`src/rtl/clock_pkg.sv`:
```
// ============================================================================
// Module      : clock_pkg
// Description : Shared definitions for the clock family (time counter, alarm,
//               set and display blocks): BCD digit limits, the packed HH:MM
//               time type, and helpers to validate and advance a BCD time.
// Revision    : 1.0 - initial release
// ============================================================================
`default_nettype none

package clock_pkg;

    localparam int         BCD_W               = 4;
    localparam logic [3:0] MAX_DIGIT           = 4'd9;
    localparam logic [3:0] MAX_HOUR_TENS       = 4'd2;
    localparam logic [3:0] MAX_HOUR_UNITS_AT_2 = 4'd3;
    localparam logic [3:0] MAX_MIN_TENS        = 4'd5;
    localparam logic [5:0] SECS_PER_MIN        = 6'd60;

    // HH:MM in BCD, most significant digit first (matches the 16-bit bus).
    typedef struct packed {
        logic [BCD_W-1:0] hour_tens;
        logic [BCD_W-1:0] hour_units;
        logic [BCD_W-1:0] min_tens;
        logic [BCD_W-1:0] min_units;
    } hhmm_t;

    // True when every digit is decimal and the time lies in 00:00..23:59.
    function automatic logic time_valid(input hhmm_t t);
        logic ok;
        ok = (t.hour_tens  <= MAX_HOUR_TENS) &&
             (t.hour_units <= MAX_DIGIT)     &&
             (t.min_tens   <= MAX_MIN_TENS)  &&
             (t.min_units  <= MAX_DIGIT);
        if (t.hour_tens == MAX_HOUR_TENS && t.hour_units > MAX_HOUR_UNITS_AT_2) begin
            ok = 1'b0;
        end
        return ok;
    endfunction

    // Advance a valid BCD time by one minute, wrapping 23:59 -> 00:00.
    function automatic hhmm_t time_inc(input hhmm_t t);
        hhmm_t r;
        r = t;
        if (t.min_units != MAX_DIGIT) begin
            r.min_units = t.min_units + 4'd1;
        end else begin
            r.min_units = 4'd0;
            if (t.min_tens != MAX_MIN_TENS) begin
                r.min_tens = t.min_tens + 4'd1;
            end else begin
                r.min_tens = 4'd0;
                if (t.hour_tens == MAX_HOUR_TENS && t.hour_units == MAX_HOUR_UNITS_AT_2) begin
                    r.hour_tens  = 4'd0;
                    r.hour_units = 4'd0;
                end else if (t.hour_units == MAX_DIGIT) begin
                    r.hour_units = 4'd0;
                    r.hour_tens  = t.hour_tens + 4'd1;
                end else begin
                    r.hour_units = t.hour_units + 4'd1;
                end
            end
        end
        return r;
    endfunction

endpackage

`default_nettype wire

```
`src/rtl/tick_gen.sv`:
```
// ============================================================================
// Module      : tick_gen
// Description : Prescaler. Counts 0..CLK_DIV-1 while en is high and asserts
//               tick (combinationally) during the cycle the count sits at
//               CLK_DIV-1; the count wraps to 0 on that same edge. clr has
//               priority over en and returns the count to 0.
// Ports       : clk     - rising-edge clock
//               reset_n - asynchronous active-low reset
//               en      - count enable
//               clr     - synchronous clear
//               tick    - one-cycle tick, high only while en is high
// Revision    : 1.0 - initial release
// ============================================================================
`default_nettype none

module tick_gen #(
    parameter int CLK_DIV = 256
) (
    input  logic clk,
    input  logic reset_n,
    input  logic en,
    input  logic clr,
    output logic tick
);

    localparam int              CNT_W  = (CLK_DIV > 2) ? $clog2(CLK_DIV) : 1;
    localparam logic [CNT_W-1:0] c_last = CNT_W'(CLK_DIV - 1);

    logic [CNT_W-1:0] r_count;
    logic             w_at_last;

    assign w_at_last = (r_count == c_last);
    assign tick      = en && w_at_last;

    always_ff @(posedge clk or negedge reset_n) begin
        if (!reset_n) begin
            r_count <= '0;
        end else if (clr) begin
            r_count <= '0;
        end else if (en) begin
            r_count <= w_at_last ? '0 : r_count + CNT_W'(1);
        end
    end

endmodule

`default_nettype wire

```
`src/rtl/time_counter.sv`:
```
// ============================================================================
// Module      : time_counter
// Description : BCD HH:MM time-of-day counter. A prescaler (tick_gen) turns
//               CLK_DIV clocks into one second tick; sixty seconds advance the
//               time by one minute. Loads of set_data are validated; a valid
//               load always wins over a coincident minute advance, an invalid
//               one is ignored and flagged on load_err one cycle later.
// Ports       : clk         - rising-edge clock
//               reset_n     - asynchronous active-low reset
//               run         - 1 = timekeeping advances, 0 = frozen
//               load_time   - load request for set_data
//               set_data    - BCD HH:MM to load
//               time_data   - registered BCD HH:MM time
//               minute_tick - one-cycle pulse after each minute advance
//               load_err    - one-cycle pulse after a rejected load
// Config      : TIME_COUNTER_FAST_EN - when defined, every second tick
//               advances one minute directly (no seconds counter).
// Revision    : 1.0 - initial release
// ============================================================================
`default_nettype none

module time_counter
    import clock_pkg::*;
#(
    parameter int CLK_DIV = 256
) (
    input  logic        clk,
    input  logic        reset_n,
    input  logic        run,
    input  logic        load_time,
    input  logic [15:0] set_data,
    output logic [15:0] time_data,
    output logic        minute_tick,
    output logic        load_err
);

    hhmm_t r_time;
    logic  r_minute_tick;
    logic  r_load_err;

    logic  w_set_valid;
    logic  w_load_ok;
    logic  w_load_bad;
    logic  w_sec_tick;
    logic  w_advance;

    assign w_set_valid = time_valid(hhmm_t'(set_data));
    assign w_load_ok   = load_time && w_set_valid;
    assign w_load_bad  = load_time && !w_set_valid;

    // A valid load restarts the second from its beginning.
    tick_gen #(
        .CLK_DIV (CLK_DIV)
    ) u_tick_gen (
        .clk     (clk),
        .reset_n (reset_n),
        .en      (run),
        .clr     (w_load_ok),
        .tick    (w_sec_tick)
    );

`ifdef TIME_COUNTER_FAST_EN
    assign w_advance = w_sec_tick;
`else
    logic [5:0] r_seconds;
    logic       w_sec_wrap;

    assign w_sec_wrap = (r_seconds == SECS_PER_MIN - 6'd1);
    assign w_advance  = w_sec_tick && w_sec_wrap;

    always_ff @(posedge clk or negedge reset_n) begin
        if (!reset_n) begin
            r_seconds <= 6'd0;
        end else if (w_load_ok) begin
            r_seconds <= 6'd0;
        end else if (w_sec_tick) begin
            r_seconds <= w_sec_wrap ? 6'd0 : r_seconds + 6'd1;
        end
    end
`endif

    // Load has priority: a coincident minute advance is dropped entirely,
    // including its minute_tick.
    always_ff @(posedge clk or negedge reset_n) begin
        if (!reset_n) begin
            r_time        <= '0;
            r_minute_tick <= 1'b0;
            r_load_err    <= 1'b0;
        end else begin
            r_minute_tick <= w_advance && !w_load_ok;
            r_load_err    <= w_load_bad;
            if (w_load_ok) begin
                r_time <= hhmm_t'(set_data);
            end else if (w_advance) begin
                r_time <= time_inc(r_time);
            end
        end
    end

    assign time_data   = r_time;
    assign minute_tick = r_minute_tick;
    assign load_err    = r_load_err;

endmodule

`default_nettype wire

```
`config.mk`:
```
export PLATFORM = sky130hd
export DESIGN_NAME = time_counter
export DESIGN_NICKNAME = d
export VERILOG_FILES = /design/src/rtl/clock_pkg.sv /design/src/rtl/tick_gen.sv /design/src/rtl/time_counter.sv
export SDC_FILE = /design/constraint.sdc
export NUM_CORES = 1
export LEC_CHECK = 0
export CORE_UTILIZATION = 35
export CTS_CLUSTER_DIAMETER = 50
export DETAILED_ROUTE_END_ITERATION = 6
export MAX_ROUTING_LAYER = met4
export SLEW_MARGIN = 20
export SYNTH_ARGS = -nofsm -noshare
export SYNTH_HDL_FRONTEND = slang
export SYNTH_SLANG_ARGS = --single-unit
```
`constraint.sdc`:
```
create_clock -name clk -period 2.1 [get_ports clk]
set_clock_uncertainty 0.1 [all_clocks]
set_input_delay 0.525 -clock clk [delete_from_list [all_inputs] [get_ports clk]]
set_output_delay 0.525 -clock clk [all_outputs]
set_load 0.1 [all_outputs]
```
Yosys cells after proc, flatten, opt, wreduce, memory -nomap -nowiden --
Index checks and enable logic that the tools add are counted.
Operators by class: multiplexer cells 16, equal/unequal tests 10, order comparisons 5, add/sub/neg operators 6, reduce and logical (&&, ||, !) cells 19
Operators with widths (number):
- $mux 8 | 5
- $mux 16 | 2
- $mux 6 | 3
- $add 4x1->4 const B | 4
- $mux 4 | 4
- $eq 4x2->1 const B | 3
- $mux 12 | 1
- $logic_and 1x1->1 | 10
- $add 8x1->8 const B | 1
- $eq 8x8->1 const B | 1
- $le 4x4->1 const B | 2
- $add 6x1->6 const B | 1
- $eq 6x6->1 const B | 1
- $reduce_bool 2->1 | 3
- $eq 4x4->1 const B | 1
- $gt 4x2->1 const B | 1
- $le 4x2->1 const B | 1
- $le 4x3->1 const B | 1
- $ne 2x2->1 const B | 2
- $ne 4x3->1 const B | 1
- $ne 4x4->1 const B | 1
- $reduce_and 4->1 | 1
- $reduce_and 3->1 | 1
- $reduce_bool 3->1 | 1
- other kinds (3) | 4
Storage, ports and cells: logic and storage cells 64, output and inout bits 18, bits of input ports 20, register bits after elaboration 32

Longest topological paths before layout --
Gate-level depths: netlist of run 1.
depth in word-level cells 8, mapped depth 7, depth with buffers taken out 6

By module --
From an unflattened synthesis of run 1, not the netlist that was laid out.
Second synthesis, totals: cells, all modules 198, area total of the unflattened synthesis 1895.6 µm²
Modules (own cells, without submodules):
- time_counter | cells an instance 151, times used 1, area an instance 1465.2 µm²
- tick_gen | cells an instance 47, times used 1, area an instance 430.4 µm²

Worst setup path after synthesis of run 1 --
OpenSTA, ideal clock, no wires.
kind reg2reg, from register r_time, in the netlist time_data[3], to register r_time, in the netlist time_data[12], stages on the path, launching flop included 6, clock period less this slack 2.488 ns, path slack -0.388 ns, arrival time 2.267 ns, required time 1.879 ns, cells stage by stage dfrtp_1 > nand4bb_1 > nor3_4 > nand2_2 > or4_1 > a22o_1
Between the ends: word-level cells in the longest chain between the ends 3
Ends and longest elaborated chain:
- start: declaration | line time_counter.sv:37 | hhmm_t r_time;
- start signal: assignment | line time_counter.sv:93 | r_time <= hhmm_t'(set_data);
- start signal: assignment | line time_counter.sv:95 | r_time <= time_inc(r_time);
- $ne 4x4->1 | line clock_pkg.sv:44 | if (t.min_units != MAX_DIGIT) begin
- $ne 2x2->1 (no line)
- $reduce_and 4->1 (no line)
Every way passes these cells. A chain may end at the register's enable or synchronous reset.

Worst setup path after layout of run 1 --
from register r_seconds[0], to register r_time, in the netlist time_data[12]
Between the ends: word-level cells in the longest chain between the ends 4
Ends and longest elaborated chain:
- start: declaration | line time_counter.sv:65 | logic [5:0] r_seconds;
- start signal: assignment | line time_counter.sv:77 | r_seconds <= w_sec_wrap ? 6'd0 : r_seconds + 6'd1;
- $eq 6x6->1 | line time_counter.sv:68 | assign w_sec_wrap = (r_seconds == SECS_PER_MIN - 6'd1);
- $logic_and 1x1->1 | line time_counter.sv:69 | assign w_advance = w_sec_tick && w_sec_wrap;
- $reduce_bool 2->1 (no line)
- $reduce_and 4->1 (no line)
Every way passes these cells.

==> qor.yml, run 1 <==
outcome:
  status: "finished clean"
power:
  pwr_density_cell_mw_per_mm2: 918
  power_uw: 2710
  irDropWorstVdd_uv: 667
  p_leak_uw: 0.00127
detailed_routing:
  wire_per_inst_um: 13.8
  wirelength_mm: 4.81
  dr.pass1.iters: 4
  postRouteAntennaNets: 0
  drt-vias-per-instance: 5.21
  drtIter0Drc: 71
  post-route-drc-count: 0
  via_count: 1814
timing:
  period_share: 0.984
  setup_viol: 0
  grt_setup_unrepaired: "true"
  period_needed_ns: 2.07
  worst_hold_slack_ns: 0.492
  slew_viol_final: 0
  max_freq_ghz: 0.484
  slew_headroom: 0.688
  finalHoldViolCount: 0
  worstMarginPinSlew_ns: 0.461
  setup_tns_ns: 0
global_routing:
  grt_start_max_net_pins: 33
  grt_pass1_vias: 1791
  use_met3: 0.0366
  grt_antenna_before_repair: 0
  grt_util_all_layers: 0.201
  use_met1: 0.262
  gr-max-usage-layer: "met2"
  grt_util_met2: 0.306
  grt_pass1_wl_mm: 8.13
  gr-total-overflow: 0
synth:
  yosysMostFrequentCell: "dfrtp_1"
  synth_top_cell_by_area: "dfrtp_1"
  syn_inst: 200
  synth-seq-area-share: 0.438
  yosys-top-cells-count: "dfrtp_1 (32), nor2_1 (19), nand2_1 (17), o21ai_0 (17), a21oi_1 (16)"
  syn_avg_cell_area_um2: 9.15
  netlist_area_mm2: 0.00183
  ys_types: 48
  synth_area_leaders: "dfrtp_1 (44%), o21ai_0 (4.7%), a21oi_1 (4.4%)"
  synth_edf_count: 0
  ys_warn_count: 0
  ys_ff_latch: 32
  postSynth.asyncResetShare: 1.00
  syn_nets: 224
  synth_top_area_frac: 0.438
  synthFlopType: "dfrtp_1"
die:
  die_h_um: 74.3
  die_w_um: 74.3
  initial_core_util: 0.375
  ioPinCount: 38
  rows: 25
  coreArea_mm2: 0.00488
  dieArea_mm2: 0.00552
critical_path:
  worstSetupStartpointType: "flip-flop"
  crit_path_end_kind: "flip-flop"
  arrival_ns: 2.14
  critPathMaxFanout: 4
  crit_required_ns: 2.17
  crit_type: "reg -> reg"
  crit_path_top_delay_cell: "or4_1"
  cp_slowest_stage_delay_ns: 0.47
  worstPathCellList: "ha_2, nand4_1, and4bb_2, nand2_2, or4_1, a22o_1"
placement:
  place_congestion: 0.818
  io_buffers: 37
  hpwl_mm: 3.56
clock_tree:
  clk_path_buf_depth: 2
  cts_buffers: 5
  numClockSinks: 32
  clock_latency_ns: 0.29
  cts_tree: "built"
  hold_buffers: 0
  clkTransAtPathRegs_ns: 0.07
  htree_num_levels: 2
  cts_root_buffer: "clkbuf_8"
finish:
  drive_gt1_frac: 0.342
  fillers: 436
  num_antenna_cells: 0
  final_net_count: 304
  fin_util: 0.604
  syn2layout_area_growth_pct: 61.2
worst_hold_path:
  hold_path_class: "reg -> reg"
job:
  maxCapViolCount: 0
## area by class of cell
type	count	area, µm²	area share
Timing Repair Buffer	80	891	0.302
Sequential cell	32	833	0.283
Multi-Input combinational cell	153	1020	0.346
Inverter	8	30.0	0.0102
Tap cell	67	83.8	0.0284
Clock buffer	8	90.1	0.0305
## metrics by stage
step | setup WS, ns | instance area, µm² | cells
6_report | 0.0334 | 2950 | 348
5_1_grt | -0.0647 | 2950 | 348
4_1_cts | 0.0121 | 2870 | 343
3_5_place_dp | -0.334 | 2780 | 335
3_3_place_gp | -0.296 | 2780 | 335
2_1_floorplan | -0.0307 | 1880 | 200
## cells in the final DEF (no fill, tap or decap), types with 4 or more instances in the layout
cell type | netlist | routed
a21oi_1 | 16 | 15
a31oi_1 | 5 | 5
buf_12 | 0 | 19
buf_4 | 1 | 41
clkbuf_8 | 0 | 6
clkdlybuf4s50_1 | 0 | 17
dfrtp_1 | 32 | 18
dfrtp_2 | 0 | 8
dfrtp_4 | 0 | 6
inv_1 | 8 | 8
mux2i_1 | 4 | 4
nand2_1 | 17 | 17
nand3_1 | 8 | 8
nand4_1 | 8 | 8
nor2_1 | 19 | 19
o21ai_0 | 17 | 17
or3_1 | 5 | 5
xor2_1 | 7 | 7
## report_power, final
part	internal, µW	switching [µW]
Combinational	541	770
Clock	267	230
Sequential	757	141
Total	1570	1140
## kinds of logic (layout without fill, tap and decap cells)
family | count (synthesis) | after routing | synth area share
simple gates | 85 | 85 | 0.267
compound gates | 50 | 50 | 0.163
flops | 32 | 32 | 0.438
buf+inv | 15 | 96 | 0.0356
xor+xnor | 10 | 10 | 0.0479
fa+ha+maj | 4 | 4 | 0.0274
mux | 4 | 4 | 0.0219
## layer usage
layer  vias to the layer above  wire length (µm)
met5                         -                 0
met4                         0               112
met3                        11               156
met2                        35              2250
met1                       881              2300
li1                        887                 -
## final timing paths
| check | startpoint | endpoint | slack (ns) | cells past startpoint |
|---|---|---|---|---|
| setup / recovery | r_seconds[0] | time_data[12] | 0.03 | 6 |
| hold reg to reg | r_seconds[4] | r_seconds[4] | 0.49 | 2 |
| setup reg to reg | r_seconds[0] | time_data[12] | 0.03 | 6 |
| min in group asynchronous | reset_n | load_err | 0.54 | 2 |
| max in group asynchronous | reset_n | time_data[1] | 1.03 | 2 |
| hold / removal | r_seconds[4] | r_seconds[4] | 0.49 | 2 |
## what timing repair did
item	CTS	global route
setup buffers	0	5
gates resized for setup	3	10
endpoints found under the hold margin	0	0
pin swaps	1	4
endpoints found under the setup margin	8	16
## registers in the layout (all words and copies together) (netlist names)
name / flops
minute_tick: 1
load_err: 1
u_tick_gen.r_count: 8
r_seconds: 6
time_data: 16
## worst max-delay path, delay by kind of cell (launching register included)
kind / cells / cell delay [ns]
flip-flops: 1 / 0.36
adder cells (fa/ha/maj): 1 / 0.19
AO/OA/AOI/OAI: 1 / 0.20
AND/OR/NAND/NOR: 4 / 1.11
No activity file was read; power rests on OpenSTA's default activity.
==> inputs of run 2 (changes only) <==
Settings changed: CORE_UTILIZATION 35 to 56, DONT_BUFFER_PORTS from default to 1, PLACE_DENSITY from default to 0.74, SYNTH_HIERARCHICAL from default to 1.
==> run 2 against run 1 <==
Net effect:
- the flow now finishes with violations (setup timing)
- core utilization up 19 points
- setup slack worse by 0.28 ns
- first-iteration DRC count up 69%
- non-clock buffer count down 30
- sequential cell count unchanged
- wire length up 6.5%
- fmax down 12%
- area after synthesis up 3.6%
- critical path depth up 3
- total power down 15%
- critical endpoint is now time_data[7]
- highest routed layer unchanged
==> qor.yml, run 2 <==
timing:
  slew_viol_final: 0  # unchanged
  period_share: 1.12  # +0.132
  grt_setup_unrepaired: "true"
  worstMarginPinSlew_ns: 0.374  # -0.0866 ns
  worst_hold_slack_ns: 0.223  # -0.270 ns
  final.setup.worst_slack_ns: -0.245  # -0.278 ns
  max_freq_ghz: 0.427  # -12%
  slew_headroom: 0.748  # +0.0598
  period_needed_ns: 2.34  # +0.278 ns
  setup_viol: 12  # +12
  setup_tns_ns: -1.83  # -1.83 ns
  finalHoldViolCount: 0  # unchanged
detailed_routing:
  post-route-drc-count: 0  # unchanged
  wirelength_mm: 5.13  # +6.5%
  wl_met3_um: 307  # +97%
  drtIter0Drc: 120  # +69%
  drt-vias-per-instance: 6.31  # +21%
  postRouteAntennaNets: 0  # unchanged
  route.met2.wl_mm: 2.63  # +17%
  via_count: 1860  # +2.5%
  highest_layer: "met4"
  wire_per_inst_um: 17.4  # +26%
  dr.pass1.iters: 5  # +1
  wl_met1_mm: 2.08  # -9.2%
global_routing:
  grt_util_all_layers: 0.314  # +0.113
  gr-total-overflow: 0  # unchanged
  grt_pass1_vias: 1800  # +0.50%
  grt_pass1_wl_mm: 8.09  # -0.43%
  grt_antenna_before_repair: 0  # unchanged
  grt_start_max_net_pins: 33  # unchanged
die:
  die_w_um: 60.2  # -19%
  coreArea_mm2: 0.00313  # -36%
  rows: 20  # -20%
  die_h_um: 60.2  # -19%
  ioPinCount: 38  # unchanged
  dieArea_mm2: 0.00362  # -34%
  initial_core_util: 0.606  # +0.231
synth:
  ys_types: 46  # -4.2%
  syn_inst: 198  # -1.0%
  synthFlopType: "dfrtp_1"
  synth_area_leaders: "dfrtp_1 (42%), ha_1 (4.0%), mux2_2 (3.6%)"
  ys_warn_count: 6  # +6
  syn_avg_cell_area_um2: 9.57  # +4.7%
  synth_top_area_frac: 0.422  # -0.0153
  netlist_area_mm2: 0.00190  # +3.6%
  ys_ff_latch: 32  # unchanged
  yosysMostFrequentCell: "dfrtp_1"
  synth_edf_count: 0  # unchanged
  syn_nets: 224  # unchanged
  synth-seq-area-share: 0.422  # -0.0153
  postSynth.asyncResetShare: 1.00  # unchanged
  synth_top_cell_by_area: "dfrtp_1"
  yosys-top-cells-count: "dfrtp_1 (32), nand2_1 (14), o21ai_0 (12)"
finish:
  multiInputGateArea_mm2: 0.00112  # +10%
  fillers: 230  # -47%
  final_common_cell: "buf_4"
  seq_area_um2: 802  # -3.8%
  final_cell_mix: "buf_4 (46), dfrtp_1 (31), nand2_1 (13)"
  final_net_count: 276  # -9.2%
  syn2layout_area_growth_pct: 31.1
  drive_gt1_frac: 0.335  # -0.00698
  largest_register_ffs: 16  # unchanged
  num_antenna_cells: 0  # unchanged
critical_path:
  crit_path_end_kind: "flip-flop"
  crit_required_ns: 2.28  # +0.11 ns
  worstSetupStartpointType: "flip-flop"
  arrival_ns: 2.52  # +0.38 ns
  crit_type: "reg -> reg"
  rr_worst_depth: 9  # +3
  critPathMaxFanout: 3  # -1
power:
  irDropWorstVdd_uv: 680  # +2.0%
  power_uw: 2300  # -15%
  pwr_density_cell_mw_per_mm2: 926  # +0.95%
  comb_power_share: 0.436  # -0.048
  power_frac_clock: 0.204  # +0.020
  swShare: 0.433  # +0.0112
  p_leak_uw: 0.00110  # -14%
  intPower_uw: 1310  # -17%
  switching_power_uw: 996  # -13%
  power_frac_seq: 0.360  # +0.028
outcome:
  violations: "setup timing"
  status: "finished with violations"
clock_tree:
  clk_path_buf_depth: 2  # unchanged
  cts_tree: "built"
  cts_root_buffer: "clkbuf_4"
  clkTransAtPathRegs_ns: 0.10  # +0.03 ns
  htree_num_levels: 2  # unchanged
  cts_buffers: 5  # unchanged
  clock_latency_ns: 0.35  # +0.06 ns
  numClockSinks: 32  # unchanged
worst_hold_path:
  hold_path_class: "in -> reg"
  worstHoldPathCells: 1  # -1
placement:
  place_congestion: 0.932  # +14%
  dpl_worst_slack_ns: -0.223  # +0.112 ns
  io_buffers: 0  # -100%
  hpwl_mm: 3.67  # +3.1%
job:
  maxCapViolCount: 0  # unchanged
## run 2: changes by cell type after synthesis, moves of 4 or more
cell     previous run  this run
nor3_1              3         9
buf_2               4         0
nor4_1              1         6
nor2_1             19         8
mux2_2              0         6
o31ai_1             0         4
a21oi_1            16        11
o21ai_0            17        12
## run 2: area by class of cell
type	count	area share
Multi-Input combinational cell	153	0.452
Clock inverter	2	0.0141
Timing Repair Buffer	50	0.160
Sequential cell	32	0.323
Inverter	8	0.0121
Clock buffer	6	0.0166
Tap cell	44	0.0222
## run 2: timing repair
action | CTS | global route
hold endpoints to repair | 32 | 0
gates resized for setup | 6 | 12
hold buffers | 2 | 0
pin swaps | 8 | 12
endpoints found under the setup margin | 12 | 18
buffers inserted | 4 | 4
## run 2: through the flow
step                utilization  std cells  cell area, µm²
floorplan                     -        198            1930
global placement          0.725        278            2270
detailed placement        0.725        278            2270
CTS                       0.776        292            2430
global route              0.794        295            2480
finish                    0.794        295            2480
## run 2: final timing paths
path	start	to	slack (ns)
worst max-delay path	u_tick_gen/r_count[1]	time_data[7]	-0.24
worst min-delay path	set_data[0]	time_data[0]	0.22
worst max register to register	u_tick_gen/r_count[1]	time_data[7]	-0.24
worst min register to register	r_seconds[0]	r_seconds[0]	0.52
max in group asynchronous	reset_n	time_data[13]	1.20
min in group asynchronous	reset_n	u_tick_gen/r_count[6]	0.52
## run 2: cell families (layout without fill, tap and decap cells)
group | Yosys count | count (layout) | share of synthesized area
fa+ha+maj | 6 | 6 | 0.0396
compound gates | 47 | 47 | 0.155
mux | 10 | 10 | 0.0568
simple gates | 82 | 82 | 0.263
xor+xnor | 8 | 8 | 0.0370
flops | 32 | 32 | 0.422
buf+inv | 13 | 66 | 0.0264
## run 2: power groups by stage
stage	registers, µW	clock network, µW	logic, µW
2_1_floorplan	1200	0	295
3_3_place_gp	825	0	915
3_5_place_dp	835	0	954
4_1_cts	824	478	981
5_1_grt	839	494	1070
6_report	829	469	1000
## run 2: worst max-delay path, stage by stage (launching register included)
cell and delay, ns:
dfrtp_1 0.37, ha_2 0.20, nand4_1 0.17, nor3_4 0.26
buf_4 0.16, and2_4 0.13, nand4_1 0.16, buf_4 0.20
or3_1 0.36, a21oi_2 0.16
## run 2: metal layers
| layer | up-vias | global-route usage |
|---|---|---|
| li1 | 861 | - |
| met1 | 906 | 0.363 |
| met2 | 79 | 0.507 |
| met3 | 14 | 0.0974 |
| met4 | 0 | 0.123 |
| met5 | - | - |
